$ cat src/rtl/sram_port_arbiter.sv
// Round-robin arbiter and sequencer sharing SRAM port B between two requesters.
// Each access runs IDLE -> ACCESS -> DONE, with a bounded wait for sram_ack.
module sram_port_arbiter #(
    parameter int AW      = 13,
    parameter int DW      = 32,
    parameter int TIMEOUT = 15
) (
    input  logic            clk,
    input  logic            rst,
    input  logic            req0,
    input  logic            req1,
    input  logic            wen0,
    input  logic            wen1,
    input  logic [AW-1:0]   addr0,
    input  logic [AW-1:0]   addr1,
    input  logic [DW-1:0]   din0,
    input  logic [DW-1:0]   din1,
    input  logic [DW/8-1:0] be0,
    input  logic [DW/8-1:0] be1,
    output logic            ack0,
    output logic            ack1,
    output logic            err,
    output logic [DW-1:0]   rdata,
    output logic            sram_cen,
    output logic            sram_wen,
    output logic [AW-1:0]   sram_addr,
    output logic [DW-1:0]   sram_din,
    output logic [DW/8-1:0] sram_be,
    input  logic [DW-1:0]   sram_dout,
    input  logic            sram_ack,
    output logic [1:0]      dbg_state
);

    typedef enum logic [1:0] {
        S_IDLE   = 2'd0,
        S_ACCESS = 2'd1,
        S_DONE   = 2'd2
    } state_t;

    // Timeout fires on the edge where the counter would step from TIMEOUT-1 to TIMEOUT.
    localparam logic [7:0] CNT_LAST = 8'(TIMEOUT - 1);

    state_t            state_q, state_n;
    logic              last_grant_q, last_grant_n;
    logic              grant_q, grant_n;
    logic [7:0]        cnt_q, cnt_n;
    logic              ack0_n, ack1_n, err_n;
    logic [DW-1:0]     rdata_n;
    logic              cen_n, wen_n;
    logic [AW-1:0]     addr_n;
    logic [DW-1:0]     din_n;
    logic [DW/8-1:0]   be_n;
    logic              win1;

    // Handshake: a requester holds req (and its operands) high until its one-cycle
    // ack; err qualifies that ack. Operands are sampled only on the grant edge.
    assign win1      = req1 & (~req0 | ~last_grant_q);
    assign dbg_state = state_q;

    always_comb begin
        state_n      = state_q;
        last_grant_n = last_grant_q;
        grant_n      = grant_q;
        cnt_n        = cnt_q;
        ack0_n       = 1'b0;
        ack1_n       = 1'b0;
        err_n        = err;
        rdata_n      = rdata;
        cen_n        = sram_cen;
        wen_n        = sram_wen;
        addr_n       = sram_addr;
        din_n        = sram_din;
        be_n         = sram_be;

        case (state_q)
            S_IDLE: begin
                if (req0 || req1) begin
                    grant_n      = win1;
                    last_grant_n = win1;
                    wen_n        = win1 ? wen1  : wen0;
                    addr_n       = win1 ? addr1 : addr0;
                    din_n        = win1 ? din1  : din0;
                    be_n         = win1 ? be1   : be0;
                    cen_n        = 1'b0;
                    cnt_n        = 8'd0;
                    state_n      = S_ACCESS;
                end
            end
            S_ACCESS: begin
                if (sram_ack || cnt_q == CNT_LAST) begin
                    err_n   = ~sram_ack;
                    rdata_n = sram_ack ? sram_dout : '0;
                    ack0_n  = ~grant_q;
                    ack1_n  = grant_q;
                    cen_n   = 1'b1;
                    wen_n   = 1'b1;
                    state_n = S_DONE;
                end else begin
                    cnt_n = cnt_q + 8'd1;
                end
            end
            S_DONE: begin
                state_n = S_IDLE;
            end
            default: begin
                state_n = S_IDLE;
            end
        endcase
    end

    always_ff @(posedge clk or posedge rst) begin
        if (rst) begin
            state_q      <= S_IDLE;
            last_grant_q <= 1'b1;
            grant_q      <= 1'b0;
            cnt_q        <= 8'd0;
            ack0         <= 1'b0;
            ack1         <= 1'b0;
            err          <= 1'b0;
            rdata        <= '0;
            sram_cen     <= 1'b1;
            sram_wen     <= 1'b1;
            sram_addr    <= '0;
            sram_din     <= '0;
            sram_be      <= '0;
        end else begin
            state_q      <= state_n;
            last_grant_q <= last_grant_n;
            grant_q      <= grant_n;
            cnt_q        <= cnt_n;
            ack0         <= ack0_n;
            ack1         <= ack1_n;
            err          <= err_n;
            rdata        <= rdata_n;
            sram_cen     <= cen_n;
            sram_wen     <= wen_n;
            sram_addr    <= addr_n;
            sram_din     <= din_n;
            sram_be      <= be_n;
        end
    end

endmodule

$ cat config.mk
export PLATFORM = sky130hd
export DESIGN_NAME = sram_port_arbiter
export DESIGN_NICKNAME = d
export VERILOG_FILES = /design/src/rtl/sram_port_arbiter.sv
export SDC_FILE = /design/constraint.sdc
export NUM_CORES = 1
export LEC_CHECK = 0
export ABC_AREA = 1
export BUFFER_PORTS_ARGS = -buffer_cell sky130_fd_sc_hd__clkbuf_2
export CELL_PAD_IN_SITES_DETAIL_PLACEMENT = 0
export CELL_PAD_IN_SITES_GLOBAL_PLACEMENT = 1
export CORE_MARGIN = 2
export CORE_UTILIZATION = 35
export CTS_BUF_LIST = sky130_fd_sc_hd__clkbuf_4
export DETAILED_ROUTE_END_ITERATION = 8
export PLACE_DENSITY_LB_ADDON = 0.1
export SKIP_CTS_REPAIR_TIMING = 1
export SYNTH_ARGS = -nofsm -noshare
export SYNTH_HDL_FRONTEND = slang
export SYNTH_SLANG_ARGS = --single-unit
$ cat constraint.sdc
create_clock -name clk -period 7.2 [get_ports clk]
set_clock_uncertainty 0.1 [all_clocks]
set_input_delay 1.08 -clock clk [delete_from_list [all_inputs] [get_ports clk]]
set_output_delay 1.08 -clock clk [all_outputs]
set_load 0.01 [all_outputs]
==> results.toml, run 1 <==
[status]
status = "finished, final reports clean"

[clock_network]
cts-root-buf = "clkbuf_4"
clkLatencyLatePin_ps = 460
path_clk_slew_ps = 150
cts_tree = "yes"
cts_max_path_buffers = 2
cts_made_buffers = 9
htreeDepth = 3
cts.sinks = 98

[floorplan]
start_util_pct = 35.8
fp.dieW_um = 115
core_sq_um = 12000
die_h_um = 115
ioPinCount = 225
dieArea_sq_um = 13100
rows = 40

[run]
drv_cap = 0

[sta]
drv_slew = 0
rsz0062_at_grt = "false"
finalSetupViolCount = 0
fin_crit_ps = 2640
fmax_mhz = 379
hold_violations = 0
slew_headroom_pct = 27.2
worst_pin_slew_ps = 1090
finalSetupTns_ps = 0
whs_ps = 355
post-route-period-util_pct = 36.6

[synth]
synth_seq_cells = 98
synth_area_leader_cell = "dfrtp_1"
synth-warning-count = 0
avgSynthCellArea_sq_um = 8.30
yosysUniqueCellTypes = 24
syn_area_sq_um = 4280
ys_seq_area_share_pct = 57.4
ys.flop_type = "dfrtp_1"
synth_most_common_cell = "nand2_1"
synth_edf_count = 0
async_flop_share_pct = 100
synth_cells = 516
synth_top_cells_by_area = "dfrtp_1 (56%), nand2_1 (16%), o21ai_0 (6.9%), nor2_1 (5.5%), o21ai_1 (4.7%)"
synth_top_area_share_pct = 55.5
syn_nets = 655
ys_top_cells_by_count = "nand2_1 (185), dfrtp_1 (95), nor2_1 (63), o21ai_0 (59), o21ai_1 (40)"

[power_and_ir_drop]
seqPwrFrac_pct = 43.5
p_sw_share_pct = 41.9
netSwitchingPower_uw = 913
cell_internal_pwr_mw = 1.27
pwr-share-clk_pct = 13.4
peakVddDrop_mv = 0.135
p_comb_share_pct = 43.1
power.leakage_nw = 3.11
total_power_mw = 2.18
powerDensity_nw_per_um2 = 388

[cells_and_area]
fill_cells = 1232
synthToLayoutAreaGrowth_pct = 31.3
antenna_cells = 0
seq_area_sq_um = 2460
final_cell_count_no_fill = 880
multi_input_area_sq_um = 1640
drive_above_1_share_pct = 34.9
fin_nets = 867

[placed_design]
routabilityCongestion = 0.817
place_inst = 864
dp_hpwl_um = 9020
port_buffers = 224

[critical_path]
cp_slowest_cell = "inv_1"
worstPathRequired_ps = 7460
crit_chain = "clkbuf_2 -> nand2_1 -> nand2_2 -> buf_4 -> inv_1 -> buf_4 -> o21ai_0 -> o21ai_0"
crit_type = "in2reg"
reg2reg_depth = 7
worstSetupStartpointType = "primary input"
crit_cells = 8
cp-end-kind = "flip-flop"
critPathArrivalTime_ps = 2890
worstPathBufferInverterCount = 4
cpPeakStageDelay_ps = 480
cp_max_fo = 51
path_delay_family = "buffers and inverters"

[grt]
grt-ovfl-total = 0
antenna_found_initial = 0
grt_use_total_pct = 19.8
grt_pass1_vias = 3986
grt_max_degree = 63
grt_pass1_wl_um = 20100

[min_path]
whs_path_depth = 1
hold_class = "reg2reg"

[detailed_routing]
vias = 4103
via_per_inst = 4.66
drt-total-wl_um = 12700
route.detailed.drc = 0
drtIter0Drc = 200
dr.pass1.iters = 4
ant_nets = 0
wl_per_cell_um = 14.5
==> worst reg2reg max path: cells and delay by family, from the launching register on <==
family	cells	cell delay, ps
DFF	1	580
and+or+nand+nor	2	120
buffers and inverters	3	1350
AOI/OAI and AO/OA	2	270
==> final cells by class <==
class / instances / area share (%)
repair buffers: 229 / 20.6
well taps: 147 / 3.27
flip-flops and latches: 98 / 43.7
clock inverters: 6 / 1.02
multi-input cells: 376 / 29.1
inverters: 14 / 0.979
clock buffers: 10 / 1.34
==> power groups by stage <==
stage               sequential (mW)  combinational, mW  clock, mW
floorplan                      1.06              0.441          0
global placement              0.954              0.951          0
detailed placement            0.960              0.961          0
CTS                           0.950              0.959      0.307
global route                  0.981               1.06      0.331
finish                        0.948              0.938      0.293
==> stage by stage <==
stage | util (%) | cell area [sq um] | worst slack, ps
floorplan | - | 4280 | 3460
global placement | 45.9 | 5490 | 4120
detailed placement | 45.9 | 5490 | 4060
CTS | 47.0 | 5620 | 4600
global route | 47.0 | 5620 | 4370
finish | 47.0 | 5620 | 4560
==> final timing paths <==
check	start	end	slack, ps
worst max-delay path	req0	sram_din[0]$_DFFE_PP0P_	4560
worst min-delay path	grant_q$_DFFE_PP0P_	ack0$_DFF_PP0_	350
worst max register to register	last_grant_q$_DFFE_PP1P_	sram_din[0]$_DFFE_PP0P_	4680
worst min register to register	grant_q$_DFFE_PP0P_	ack0$_DFF_PP0_	350
max in group asynchronous	rst	sram_be[3]$_DFFE_PP0P_	5330
min in group asynchronous	rst	rdata[20]$_DFFE_PP0P_	510
==> metal layers <==
| metal | track usage (%) | wire length, um |
|---|---|---|
| met1 | 23.9 | 5250 |
| met2 | 32.8 | 6180 |
| met5 | 0 | 0 |
| met4 | 8.54 | 250 |
| met3 | 6.03 | 1040 |
==> state kept, by name (all words and copies together), names as in the netlist <==
signal and cells:
rdata 32, sram_din 32, sram_addr 13, cnt_q 8, sram_be 4, dbg_state 2
ack0 1, ack1 1, err 1, grant_q 1, last_grant_q 1, sram_cen 1
sram_wen 1
==> cells in the final DEF, fill, tap and decap left out <==
cell type	Yosys	final
nand3_2	1	1
inv_1	12	11
clkinvlp_4	0	1
ha_1	2	2
o21ai_1	40	40
dfrtp_1	95	95
nor2_1	63	63
o21ai_0	59	59
nand2_2	0	1
clkinv_2	0	4
clkbuf_2	1	224
xnor2_1	1	1
nor3_4	1	1
inv_4	0	1
clkbuf_4	0	10
a21oi_1	2	2
bufinv_16	0	1
nor3b_1	2	2
nand3_1	15	15
dfstp_2	3	3
o21bai_1	2	2
buf_4	3	5
nand2_1	185	184
inv_2	2	2
nor2_4	2	2
xor2_1	1	1
==> cell families (layout without fill, tap and decap cells) <==
group                      after synthesis  count (layout)  synth area share, %
AOI/OAI and AO/OA                      103             103                 12.2
buffers and inverters                   42             259                 4.50
and+or+nand+nor                        269             269                 25.0
xor gates and xnor gates                 2               2                0.409
DFF                                     98              98                 57.4
adders and majority gates                2               2                0.584
Power figures use the tool's default switching activity.
==> inputs of run 2 (changes only) <==
Settings changed: CORE_UTILIZATION 35 to 32.
Clock period 7.2 ns to 2.5 ns, I/O delays scaled along.
==> run 2 against run 1 <==
Clock-buffer cell count unchanged; register-to-register slack worse by 4000 ps; cell area rose by 8.4%; sequential cell count stayed put; total power grew to 3.0 times the previous value; utilization decreased by 0.61 points; die area is 9.0% higher; sequential power rose to 2.9 times the previous value.
==> results.toml, run 2 (synthesis gave the netlist of run 1 again) <==
[critical_path]
worstPathRequired_ps = 2760
ff2ff_setup_slack_ps = 680
cp-end-kind = "flip-flop"
crit_chain = "inv_1 -> ha_1 -> nand3_1 -> o21bai_1 -> nand2_1 -> buf_12 -> nand2_1 -> nand2_1"
critPathArrivalTime_ps = 2080
crit_type = "reg2reg"
cp_max_fo = 30
worst_path_most_repeated_cell = "nand2_1"
cp_slowest_cell = "dfrtp_1"
worstPathBufferInverterCount = 2
path_delay_family = "simple AND/OR/NAND/NOR gates"
worstSetupStartpointType = "flip-flop"
cpPeakStageDelay_ps = 440

[sta]
post-route-period-util_pct = 72.9
fmax_mhz = 548
worst_pin_slew_ps = 574
rsz0062_at_grt = "false"
finalSetupViolCount = 0
whs_ps = 30.7
drv_slew = 0
fin_ws_ps = 677
fin_crit_ps = 1820
hold_violations = 0
slew_headroom_pct = 61.7
finalSetupTns_ps = 0

[floorplan]
start_util_pct = 32.6
die_h_um = 120
dieArea_sq_um = 14300
core_sq_um = 13100
fp.dieW_um = 120
ioPinCount = 225
rows = 42

[run]
drv_cap = 0

[power_and_ir_drop]
powerDensity_nw_per_um2 = 1080
total_power_mw = 6.61
peakVddDrop_mv = 0.445
power.leakage_nw = 3.30

[grt]
grt_max_degree = 52
grt_pass1_wl_um = 21400
antenna_found_initial = 1
grt-ovfl-total = 0
grt_use_total_pct = 19.1
grt_pass1_vias = 4216

[cells_and_area]
drive_above_1_share_pct = 33.9
layout_commonest_cell = "clkbuf_2"
layout_common_cells = "clkbuf_2 (224), nand2_1 (184), dfrtp_1 (95)"
synthToLayoutAreaGrowth_pct = 42.3
fin_nets = 903
largest_registers = "rdata: 32 flops, sram_din: 32 flops, sram_addr: 13 flops"
final_cell_count_no_fill = 946

[clock_network]
htreeDepth = 3
clkLatencyLatePin_ps = 450
cts-root-buf = "clkbuf_4"
cts_tree = "yes"
cts_max_path_buffers = 2
cts_made_buffers = 9
path_clk_slew_ps = 140
cts.sinks = 98

[placed_design]
port_buffers = 224
dp_worst_setup_slack_ps = 685
routabilityCongestion = 0.777
dp_hpwl_um = 9450
place_inst = 898

[detailed_routing]
vias = 4240
wl_per_cell_um = 14.3
drt-total-wl_um = 13500
route.detailed.drc = 0
via_per_inst = 4.48
drtIter0Drc = 212
ant_nets = 0
dr.pass1.iters = 4

[status]
status = "finished, final reports clean"

[min_path]
hold_class = "in2reg"
[run 2: cell count changes in the layout (fill, tap and decap cells not counted)]
| cell | previous run | this run |
|---|---|---|
| dlygate4sd3_1 | 0 | 31 |
| bufinv_16 | 1 | 3 |
| clkinv_2 | 4 | 3 |
| buf_12 | 0 | 3 |
| buf_4 | 5 | 7 |
| diode_2 | 0 | 1 |
| inv_4 | 1 | 0 |
[run 2: power breakdown]
group | internal, mW | total [mW] | switching, mW
combinational | 1.09 | 2.82 | 1.73
clock | 0.513 | 1.04 | 0.531
sequential | 2.32 | 2.74 | 0.423
total | 3.92 | 6.61 | 2.69
[run 2: worst min-delay path, cell delays in order]
cell	delay [ps]
clkbuf_2	80
nand2_1	50
nand2_1	50
[run 2: layout make-up]
type | count | area, sq um
diodes | 1 | 2.50
flip-flops and latches | 98 | 2460
multi-input cells | 376 | 1640
clock inverters | 6 | 105
clock buffers | 10 | 75.1
repair buffers | 265 | 1540
well taps | 176 | 220
fillers | 1375 | 7040
inverters | 14 | 56.3
[run 2: path summary, 6_finish.rpt]
check,start,end,depth (start not counted)
worst max register to register,cnt_q[0]$_DFFE_PP0P_,rdata[11]$_DFFE_PP0P_,8
max in group asynchronous,rst,sram_cen$_DFFE_PP1P_,4
worst max-delay path,cnt_q[0]$_DFFE_PP0P_,rdata[11]$_DFFE_PP0P_,8
worst min register to register,grant_q$_DFFE_PP0P_,ack0$_DFF_PP0_,1
worst min-delay path,sram_dout[9],rdata[9]$_DFFE_PP0P_,3
min in group asynchronous,rst,sram_din[28]$_DFFE_PP0P_,3
[run 2: routing by layer]
layer / GRT usage [%] / routed length, um / vias up
li1: - / - / 2145
met1: 22.9 / 5710 / 1944
met2: 32.1 / 6600 / 141
met3: 7.84 / 1080 / 10
met4: 4.49 / 146 / 0
met5: 0 / 0 / -
[run 2: per-stage QoR]
| step | instance area [sq um] | util [%] |
|---|---|---|
| floorplan | 4290 | - |
| global placement | 5600 | 42.6 |
| detailed placement | 5600 | 42.6 |
| CTS | 5780 | 44.0 |
| global route | 6090 | 46.4 |
| finish | 6090 | 46.4 |
==> inputs of run 3 (changes only) <==
Settings changed: CORE_UTILIZATION 32 to 29.
Clock period 2.5 ns to 1.6 ns, I/O delays scaled along.
==> run 3 against run 2 <==
The run now ends with negative hold slack left; sequential power up 57%; utilization up 3.2 points; via count up 13%; worst setup slack worse by 590 ps; critical path depth down 3; total power up 56%; routed wire length up 9.5%; cell count up 13%; sequential share of layout area down 6.1 points; highest routed layer unchanged.
==> results.toml, run 3 (synthesis gave the netlist of run 1 again) <==
[power_and_ir_drop]
power.leakage_nw = 3.76
powerDensity_nw_per_um2 = 1440
peakVddDrop_mv = 0.564

[grt]
grt_pass1_vias = 4250
grt_max_degree = 40
grt_use_total_pct = 17.2
grt_pass1_wl_um = 21600
grt-ovfl-total = 0
antenna_found_initial = 0

[detailed_routing]
drtIter0Drc = 225
ant_nets = 0
wl_per_cell_um = 13.9
via_per_inst = 4.51
drt-total-wl_um = 14800
route.detailed.drc = 0
dr.pass1.iters = 7
vias = 4801

[clock_network]
cts-root-buf = "clkbuf_4"
cts_max_path_buffers = 2
cts.sinks = 98
path_clk_slew_ps = 150
clkLatencyLatePin_ps = 460
htreeDepth = 3
cts_made_buffers = 9
cts_tree = "yes"

[status]
status = "complete, but fails checks"
violations = "negative hold slack"

[sta]
drv_slew = 0
fin_crit_ps = 1520
rsz0062_at_grt = "true"
worst_pin_slew_ps = 468
slew_headroom_pct = 68.7
hold_violations = 4
post-route-period-util_pct = 94.8
fmax_mhz = 659
fin_ws_ps = 82.7
finalSetupViolCount = 0
whs_ps = -16.8

[floorplan]
ioPinCount = 225
die_h_um = 126
dieArea_sq_um = 15800
rows = 44
start_util_pct = 29.6
fp.dieW_um = 126
core_sq_um = 14500

[critical_path]
crit_type = "reg2reg"
critPathArrivalTime_ps = 1760
cp_slowest_cell = "dfrtp_1"
cpPeakStageDelay_ps = 470
cp-end-kind = "flip-flop"
worstPathRequired_ps = 1850
reg2reg_depth = 5
crit_chain = "nor3_4 -> inv_2 -> buf_12 -> nand2_1 -> o21ai_0"
cp_max_fo = 38
worstSetupStartpointType = "flip-flop"

[cells_and_area]
fill_cells = 1422
layout_commonest_cell = "clkbuf_2"
drive_above_1_share_pct = 31.8
largest_registers = "rdata: 32 flops, sram_din: 32 flops, sram_addr: 13 flops"
synthToLayoutAreaGrowth_pct = 67.8
fin_nets = 1015
post-route-util_pct = 49.6
seq_area_sq_um = 2460
antenna_cells = 0
multi_input_area_sq_um = 1650
layout_common_cells = "clkbuf_2 (224), nand2_1 (183), dlygate4sd3_1 (127)"

[placed_design]
port_buffers = 224
routabilityCongestion = 0.776
dp_hpwl_um = 10000
dp_worst_setup_slack_ps = 64.6

[min_path]
whs_path_depth = 3
hold_class = "in2reg"

[run]
drv_cap = 0
run 3: cell count changes in the layout (fill, tap and decap cells not counted), moves of 2 or more:
cell	previous run	this run
dlygate4sd3_1	31	127
buf_4	7	17
buf_6	0	2
bufinv_16	3	0
buf_12	3	7
run 3: final timing paths:
path                                             to  slack, ps                      from
hold reg to reg                      ack0$_DFF_PP0_        340       grant_q$_DFFE_PP0P_
max in group asynchronous      sram_cen$_DFFE_PP1P_        630                       rst
min in group asynchronous  sram_din[27]$_DFFE_PP0P_        220                       rst
setup reg to reg             sram_be[1]$_DFFE_PP0P_         80  dbg_state[0]$_DFFE_PP0P_
hold / removal             sram_addr[3]$_DFFE_PP0P_        -20                  addr0[3]
setup / recovery             sram_be[1]$_DFFE_PP0P_         80  dbg_state[0]$_DFFE_PP0P_
run 3: report_power, final:
group	internal, mW	total (mW)	switching [mW]
Combinational	2.05	4.86	2.81
Clock	0.329	1.19	0.864
Sequential	3.62	4.29	0.663
run 3: area by class of cell:
class                      count  share of cell area, %
inverter                      14                  0.784
tap                          184                   3.21
timing repair buffer         377                   37.3
clock buffer                  10                   1.05
sequential                    98                   34.2
multi-input combinational    376                   23.0
clock inverter                 6                  0.453
run 3: per-layer routing:
layer  GRT usage (%)  part of all wire (%)
met4            6.47                   1.9
met3            4.54                   4.8
met1            22.4                    44
met5               0                     0
met2            27.4                    50
run 3: metrics by stage:
| stage | cells | total power, mW | cell area [sq um] | setup TNS, ps |
|---|---|---|---|---|
| floorplan | 516 | 6.76 | 4290 | 0 |
| global placement | 920 | 8.89 | 5770 | 0 |
| detailed placement | 920 | 8.96 | 5770 | 0 |
| CTS | 936 | 10.2 | 5870 | 0 |
| global route | 1065 | 11.2 | 7180 | -481 |
| finish | 1065 | 10.3 | 7180 | 0 |
run 3: critical path, delay by kind of cell (launching register included):
family / cells / cell delay [ps]
AO/OA/AOI/OAI: 1 / 80
flip-flops: 1 / 470
buffers and inverters: 2 / 390
AND/OR/NAND/NOR: 2 / 360
